==> src/rtl/fence_sequencer.sv <==
// fence_sequencer
//
// Sequences fence-class instructions committed on port 0: waits for the
// store buffer to drain, optionally flushes the D$, then pulses the I$ or
// TLB flush as the instruction type requires, and finally acknowledges the
// commit with a one-cycle done_o (plus a pipeline flush).
//
// Request types: 00 FENCE, 01 FENCE_I, 10 SFENCE_VMA, 11 reserved (acked
// immediately, no flushes, no pipeline flush).
//
// Ports
//   clk_i              clock, rising edge
//   rst_i              synchronous active-high reset
//   halt_i             blocks acceptance of a new request while idle
//   req_valid_i        fence-class instruction present at commit port 0
//   req_type_i[1:0]    instruction type (see above)
//   no_st_pending_i    store buffer empty
//   dcache_flush_ack_i D$ flush complete
//   dcache_flush_o     D$ flush request (level, held until ack)
//   icache_flush_o     I$ flush, 1-cycle pulse
//   tlb_flush_o        TLB flush, 1-cycle pulse
//   done_o             commit ack, 1-cycle pulse
//   flush_pipeline_o   pipeline flush, coincident with done_o
//   busy_o             sequence in progress (any state but IDLE)
//   timeout_o          done_o was forced by the watchdog
//
// Build option
//   FENCE_SEQ_TIMEOUT_EN  when defined, a watchdog bounds the time spent in
//                         DRAIN+DFLUSH to TIMEOUT_CYCLES cycles; when not
//                         defined, those states wait indefinitely and
//                         timeout_o is constant 0.

module fence_sequencer #(
    parameter int TIMEOUT_CYCLES = 1024
) (
    input  logic       clk_i,
    input  logic       rst_i,
    input  logic       halt_i,
    input  logic       req_valid_i,
    input  logic [1:0] req_type_i,
    input  logic       no_st_pending_i,
    input  logic       dcache_flush_ack_i,
    output logic       dcache_flush_o,
    output logic       icache_flush_o,
    output logic       tlb_flush_o,
    output logic       done_o,
    output logic       flush_pipeline_o,
    output logic       busy_o,
    output logic       timeout_o
);

    localparam logic [1:0] TYPE_FENCE   = 2'b00;
    localparam logic [1:0] TYPE_FENCE_I = 2'b01;
    localparam logic [1:0] TYPE_SFENCE  = 2'b10;
    localparam logic [1:0] TYPE_RSVD    = 2'b11;

    // Elaboration-time range check of the watchdog length.
    if (TIMEOUT_CYCLES < 2 || TIMEOUT_CYCLES > 65535) begin : g_bad_timeout
        $error("fence_sequencer: TIMEOUT_CYCLES must be in 2..65535");
    end

    typedef enum logic [2:0] {
        S_IDLE,
        S_DRAIN,
        S_DFLUSH,
        S_IFLUSH,
        S_TLB,
        S_DONE
    } state_t;

    state_t     state_q, state_d;
    logic [1:0] type_q, type_d;
    logic       tmo_q, tmo_d;       // current DONE visit was forced by the watchdog
    logic       timeout_hit;

`ifdef FENCE_SEQ_TIMEOUT_EN
    localparam logic [15:0] TMO_LAST = 16'(TIMEOUT_CYCLES - 1);

    logic [15:0] tmo_cnt_q;

    // Counts cycles spent in DRAIN+DFLUSH; zero in the first DRAIN cycle,
    // so reaching TMO_LAST puts DONE exactly TIMEOUT_CYCLES after DRAIN entry.
    always_ff @(posedge clk_i) begin
        if (rst_i) begin
            tmo_cnt_q <= '0;
        end else if (state_q == S_IDLE && state_d == S_DRAIN) begin
            tmo_cnt_q <= '0;
        end else if (state_q == S_DRAIN || state_q == S_DFLUSH) begin
            tmo_cnt_q <= tmo_cnt_q + 16'd1;
        end
    end

    assign timeout_hit = (state_q == S_DRAIN || state_q == S_DFLUSH) &&
                         (tmo_cnt_q == TMO_LAST);
`else
    assign timeout_hit = 1'b0;
`endif

    always_ff @(posedge clk_i) begin
        if (rst_i) begin
            state_q <= S_IDLE;
            type_q  <= '0;
            tmo_q   <= 1'b0;
        end else begin
            state_q <= state_d;
            type_q  <= type_d;
            tmo_q   <= tmo_d;
        end
    end

    always_comb begin
        state_d = state_q;
        type_d  = type_q;
        tmo_d   = tmo_q;
        unique case (state_q)
            S_IDLE: begin
                tmo_d = 1'b0;
                if (req_valid_i && !halt_i) begin
                    type_d  = req_type_i;
                    state_d = (req_type_i == TYPE_RSVD) ? S_DONE : S_DRAIN;
                end
            end
            S_DRAIN: begin
                // Watchdog wins over a same-cycle normal exit.
                if (timeout_hit) begin
                    state_d = S_DONE;
                    tmo_d   = 1'b1;
                end else if (no_st_pending_i) begin
                    state_d = (type_q == TYPE_SFENCE) ? S_TLB : S_DFLUSH;
                end
            end
            S_DFLUSH: begin
                if (timeout_hit) begin
                    state_d = S_DONE;
                    tmo_d   = 1'b1;
                end else if (dcache_flush_ack_i) begin
                    state_d = (type_q == TYPE_FENCE_I) ? S_IFLUSH : S_DONE;
                end
            end
            S_IFLUSH: state_d = S_DONE;
            S_TLB:    state_d = S_DONE;
            S_DONE: begin
                state_d = S_IDLE;
                tmo_d   = 1'b0;
            end
            default: state_d = S_IDLE;
        endcase
    end

    // Outputs are flopped decodes of the next state, so each one changes
    // in the same cycle as the state it represents and never glitches.
    always_ff @(posedge clk_i) begin
        if (rst_i) begin
            dcache_flush_o   <= 1'b0;
            icache_flush_o   <= 1'b0;
            tlb_flush_o      <= 1'b0;
            done_o           <= 1'b0;
            flush_pipeline_o <= 1'b0;
            busy_o           <= 1'b0;
            timeout_o        <= 1'b0;
        end else begin
            dcache_flush_o   <= (state_d == S_DFLUSH);
            icache_flush_o   <= (state_d == S_IFLUSH);
            tlb_flush_o      <= (state_d == S_TLB);
            done_o           <= (state_d == S_DONE);
            flush_pipeline_o <= (state_d == S_DONE) && (type_d != TYPE_RSVD);
            busy_o           <= (state_d != S_IDLE);
            timeout_o        <= (state_d == S_DONE) && tmo_d;
        end
    end

    // TYPE_FENCE documents the encoding; the FSM only distinguishes the others.
    logic type_is_fence;
    assign type_is_fence = (type_q == TYPE_FENCE);
    logic unused_type_is_fence;
    assign unused_type_is_fence = type_is_fence;

endmodule

==> config.mk <==
export PLATFORM = sky130hd
export DESIGN_NAME = fence_sequencer
export DESIGN_NICKNAME = d
export VERILOG_FILES = /design/src/rtl/fence_sequencer.sv
export SDC_FILE = /design/constraint.sdc
export NUM_CORES = 1
export LEC_CHECK = 0
export BUFFER_PORTS_ARGS = -buffer_cell sky130_fd_sc_hd__buf_4
export CAP_MARGIN = 15
export CORE_AREA = 2 2 39 41
export CTS_CLUSTER_DIAMETER = 30
export DETAILED_ROUTE_END_ITERATION = 7
export DIE_AREA = 0 0 41 43
export HOLD_SLACK_MARGIN = 0.1
export PLACE_DENSITY = 0.73
export SYNTH_ARGS = -nofsm -noshare
export SYNTH_HDL_FRONTEND = slang
export SYNTH_SLANG_ARGS = --single-unit
export TNS_END_PERCENT = 20
==> constraint.sdc <==
create_clock -name clk_i -period 1.41 [get_ports clk_i]
set_input_delay 0.141 -clock clk_i [delete_from_list [all_inputs] [get_ports clk_i]]
set_output_delay 0.141 -clock clk_i [all_outputs]
set_load 0.01 [all_outputs]
Word level (Yosys, flattened, before mapping) --
Cells that the tools add are included.
Word-level totals: register bits 13, input port bits 8, output and inout bits 7
Cells by class: equal/unequal tests 13, mux-type cells 10, reductions and logical operators 8
Operator list (number):
- $mux W3 | 6
- $eq A3 B2 Y1 const B | 4
- $eq A3 B3 Y1 const B | 4
- $pmux W3 S4 | 1
- $eq A2 B2 Y1 const B | 2
- $mux W2 | 2
- $reduce_or A2 Y1 | 2
- $eq A3 B1 Y1 const B | 1
- $logic_and A1 B1 Y1 | 3
- $logic_not A3 Y1 | 1
- $reduce_bool A3 Y1 | 1
- $eq A2 B1 Y1 const B | 1
- $ne A2 B2 Y1 const B | 1
- $logic_not A1 Y1 | 1
- $mux W1 | 1

Logic depth before layout (Yosys ltp) --
depth after elaboration 6, depth in mapped cells 6

Worst setup path before layout --
No wires, ideal clock.
path kind register to register, start point reg state_q[2], end point reg flush_pipeline_o, setup time 87 ps, arrival time 1142 ps, data required time 1323 ps, setup slack 181 ps, cell stages (with the launch flop) 6, path buffers 1, clock period less this slack 1229 ps, cell sequence dfxtp_1 buf_6 nor3_2 nand4_1 o311a_4 nor4b_4
Between the ends: word-level cells in the longest chain between the ends 5, elaborated cells between the ends (all ways) 14, classes of those cells eq/ne (6); mux (5); reduce/logical (3)
Ends and longest elaborated chain:
- start: declaration | line 71 | state_t state_q, state_d;
- start signal: assignment | line 105 | state_q <= state_d;
- $eq A3 B3 Y1 or $eq A3 B2 Y1 (tied branches) | line 115 | unique case (state_q)
- $reduce_or A2 Y1 (no source line)
- $pmux W3 S4 | line 115
- $eq A3 B3 Y1 | line 166 | flush_pipeline_o <= (state_d == S_DONE) && (type_d != TYPE_RSVD);
- $logic_and A1 B1 Y1 (*) | line 166
- end signal: assignment | line 166
- end: declaration | line 47 | output logic flush_pipeline_o,
Every way passes the cells marked *; elsewhere a longest branch is shown, timed or not. A chain may end at the register's enable or synchronous reset.

Worst setup path in the final report --
start point reg state_q[0], end point reg busy_o
Between the ends: word-level cells in the longest chain between the ends 4, elaborated cells between the ends (all ways) 11, classes of those cells eq/ne (4); mux (4); reduce/logical (3)
Ends and longest elaborated chain:
- $eq A3 B3 Y1 or $eq A3 B2 Y1 (tied branches) | line 115
- $reduce_or A2 Y1 (no source line)
- $pmux W3 S4 (*) | line 115
- $reduce_bool A3 Y1 (*) | line 167 | busy_o <= (state_d != S_IDLE);
- end signal: assignment | line 167
- end: declaration | line 48 | output logic busy_o,
Marks and branches as above.

==> implementation parameters <==
Parameter                              Value

Place
  Placed Cells    89
  Global placer's final weighted congestion    0.7676
  Post-place instance area    a little over 700 µm²
  IO Port Bufs    14
  HPWL after detailed placement    741.2 µm

Timing
  Worst hold slack    about 0.13 ns
  Tightest slew margin relative to the limit    78.60%
  Slew Viols, Final    0
  Clock period minus final worst setup slack    roughly 1.4 ns
  Slew at the pin closest to its max-slew limit    roughly 0.32 ns
  Setup repair after global routing missed its margin    yes
  Setup Viol. Count Final    0
  Largest clock skew in the final design    0.006127 ns
  Tcrit/Tclk final    a little over nine tenths
  Count of endpoints failing hold in the final timing report    0
  Fmax    0.7284 GHz

Routing
  Drc violations    0
  Wire length after detailed routing    between 900 and 1000 µm
  Via count of the routed design    approximately 460
  Post-DRT Antenna Nets    0
  Drt first-iter violations    12
  Total iterations of the first detailed-routing run    3
  Post-DR wirelength/cell    between 10 and 15 µm
  Vias per inst    roughly 5

Global route
  Initial antenna violation count    0
  Number of global-route vias before repair    approximately 400
  Global Route Usage Sum    between 10% and 20%
  Grt total ovfl    0
  First-pass GRT wire length    between 1500 and 2000 µm
  Maximum number of pins on one net before global-route repair    13

Yosys
  #FFs+latches synth    13
  Syn_nets    67
  Fraction of registers with async set or reset after synthesis    0%
  Gate count after technology mapping    59
  Portion of synthesized cell area occupied by the leading cell type    a little over two fifths
  Yosys top cell by area    sky130_fd_sc_hd__dfxtp_1
  Mean area per synthesized cell    10.03 µm²
  Total of warnings raised by yosys    0
  Sequential element share of the synthesized area    between 40% and 50%
  Count of flip-flops with a built-in enable after synthesis    0
  Cell types occupying the most area after synthesis    sky130_fd_sc_hd__dfxtp_1, sky130_fd_sc_hd__a21oi_1, sky130_fd_sc_hd__nor3b_2, sky130_fd_sc_hd__nor4b_4, sky130_fd_sc_hd__buf_6
  Count of cell types in the netlist    29
  Cell area after technology mapping    approximately 600 µm²
  Top flip-flop cell by instance count after synthesis    sky130_fd_sc_hd__dfxtp_1

Worst setup path
  CP Class    reg2reg
  Kind of cell adding the most delay to the critical path    compound AO/OA/AOI/OAI gates
  Beginning of the critical path    state_q[0]
  Critical path endpoint category    flip-flop
  Startpoint of the most critical register-to-register path    state_q[0]
  CP cell instances    and2b_2 -> a32oi_1 -> o311a_4 -> a31oi_1
  Worst path buffer plus inverter count    0
  Startpoint class of the critical path    flip-flop
  Required arrival time at the worst endpoint    between 1.5 and 2 ns
  Data arrival time at the worst-slack endpoint    around 1.5 ns
  Slowest Stage Delay on Critical Path    0.39 ns
  Worst-path maximum fanout    6
  Cell type of the slowest stage on the worst timing path    sky130_fd_sc_hd__dfxtp_1

Final layout
  Fraction of layout cells with a size suffix above 1    between 30% and 40%
  Nets    86
  Number of antenna diodes    0
  Non-Filler Instances    between 90 and 100
  Final cell area excluding filler cells    around 750 µm²
  Synth-to-Final Area Change    26.22%

Power and ir drop
  Cell Pwr Density    about 1000 nW/µm²
  Max VDD drop    0.0005099 V
  Leakage power total    ~0.00029 µW

Clocking
  Hold-fix buffers, CTS    0
  CTS buffer count    3
  Source-to-sink clock delay at the later pin of the worst-skew pair    0.28 ns
  Root buffer cell    sky130_fd_sc_hd__clkbuf_4
  # H-tree levels    1
  Clock Sink Count    13
  Clock tree from TritonCTS    done
  Clock transition time at the flip-flop clock pins of the worst setup and hold paths    0.08 ns
  Number of buffers between clock root and the deepest sink    2

Floorplanning
  Ports placed on the boundary    15
  Starting density of the core    a little over two fifths
  Floorplan row count    14
  Die H    43 µm
  DIE AREA    roughly 1800 µm²
  DIE WIDTH    around 41 µm
  Area of the placeable core    roughly 1400 µm²

Flow run
  Max-cap viol count    0

Min path
  Type of the tightest min-delay check    in2reg
  Hold path start    req_type_i[1]

Run status
  Status    finished, final reports clean
[power by group]
| part | switching (µW) | internal [µW] | leakage, µW |
|---|---|---|---|
| registers | 15.5 | 386 | 0.000106 |
| clock network | 114 | 110 | 0.0000150 |
| logic | 80.1 | 78.2 | 0.000174 |
| total | 210 | 574 | 0.000295 |
[per-stage QoR]
stage / total power, µW / setup TNS [ns] / utilization, % / setup WS [ns]
6_report: 783.7 / 0 / 53.98 / 0.03707
5_1_grt: 826.6 / -0.01461 / 53.98 / -0.01461
4_1_cts: 787.8 / 0 / 53.44 / 0.04779
3_5_place_dp: 563.5 / 0 / 51.54 / 0.05523
3_3_place_gp: 560.0 / 0 / 51.54 / 0.05218
2_1_floorplan: 522.1 / 0 / - / 0.1810
[registers in the layout, indices dropped and copies added (netlist names)]
signal,count
busy_o,1
dcache_flush_o,1
done_o,1
flush_pipeline_o,1
icache_flush_o,1
state_q,3
timeout_o,1
tlb_flush_o,1
tmo_q,1
type_q,2
[logic make-up after synthesis]
family	share of synthesized area, %
flops	43.97
buf+inv	5.706
simple gates	35.31
compound gates	13.53
xor+xnor	1.480
[worst min-delay path: cells and delay by family]
kind	cells	cell delay [ns]
AOI/OAI and AO/OA	1	0.05
buffers and inverters	1	0.11
and+or+nand+nor	1	0.06
[path summary, 6_finish.rpt]
kind / to / slack [ns] / cells past startpoint
setup / recovery: busy_o / 0.04 / 4
setup reg to reg: busy_o / 0.04 / 4
hold / removal: type_q[1] / 0.13 / 3
hold reg to reg: tmo_q / 0.44 / 2
[synthesized netlist by cell type (2+ instances only)]
library cell,instances
sky130_fd_sc_hd__a21oi_1,5
sky130_fd_sc_hd__a31oi_1,2
sky130_fd_sc_hd__buf_6,2
sky130_fd_sc_hd__dfxtp_1,13
sky130_fd_sc_hd__nand2_1,4
sky130_fd_sc_hd__nand2b_1,3
sky130_fd_sc_hd__nand3_1,3
sky130_fd_sc_hd__nor2_1,4
sky130_fd_sc_hd__nor3_1,2
sky130_fd_sc_hd__nor3b_2,2
[metal layers]
layer,part of all wire [%],GRT usage (%)
met5,0,0
met1,47,16.39
met2,46,18.75
met4,2.1,10.00
met3,4.2,1.571
[layout make-up]
class | instances | area, µm²
fill | 120 | 636.9
multi-input combinational | 41 | 305.3
sequential | 13 | 260.3
timing repair buffer | 17 | 127.6
clock buffer | 4 | 26.28
tap | 16 | 20.02
inverter | 2 | 7.507
[what timing repair did]
action                                  CTS  global route
gates resized for setup                   0             2
setup buffers                             0             0
endpoints found under the hold margin     0             0
endpoints found under the setup margin    0             4
[cells in the final DEF (no fill, tap or decap)]
cell type	count
sky130_fd_sc_hd__buf_4	17
sky130_fd_sc_hd__dfxtp_1	13
sky130_fd_sc_hd__a21oi_1	5
sky130_fd_sc_hd__nand2_1	4
sky130_fd_sc_hd__nor2_1	4
sky130_fd_sc_hd__nand3_1	3
sky130_fd_sc_hd__nand2b_1	3
sky130_fd_sc_hd__clkbuf_4	3
sky130_fd_sc_hd__nor3b_2	2
sky130_fd_sc_hd__nor3_1	2
sky130_fd_sc_hd__a31oi_1	2
sky130_fd_sc_hd__and2b_1	1
sky130_fd_sc_hd__nor3_4	1
sky130_fd_sc_hd__inv_2	1
sky130_fd_sc_hd__nor2b_1	1
sky130_fd_sc_hd__and2b_2	1
sky130_fd_sc_hd__a32oi_1	1
sky130_fd_sc_hd__nand4_1	1
sky130_fd_sc_hd__o311a_4	1
sky130_fd_sc_hd__xnor2_1	1
sky130_fd_sc_hd__o21ai_0	1
sky130_fd_sc_hd__and3_2	1
sky130_fd_sc_hd__nor4b_2	1
sky130_fd_sc_hd__nor4_2	1
sky130_fd_sc_hd__nor3b_1	1
sky130_fd_sc_hd__and2_1	1
sky130_fd_sc_hd__a21boi_0	1
sky130_fd_sc_hd__nor4b_4	1
sky130_fd_sc_hd__inv_1	1
sky130_fd_sc_hd__clkbuf_1	1
No activity file was read; power rests on OpenSTA's default activity.
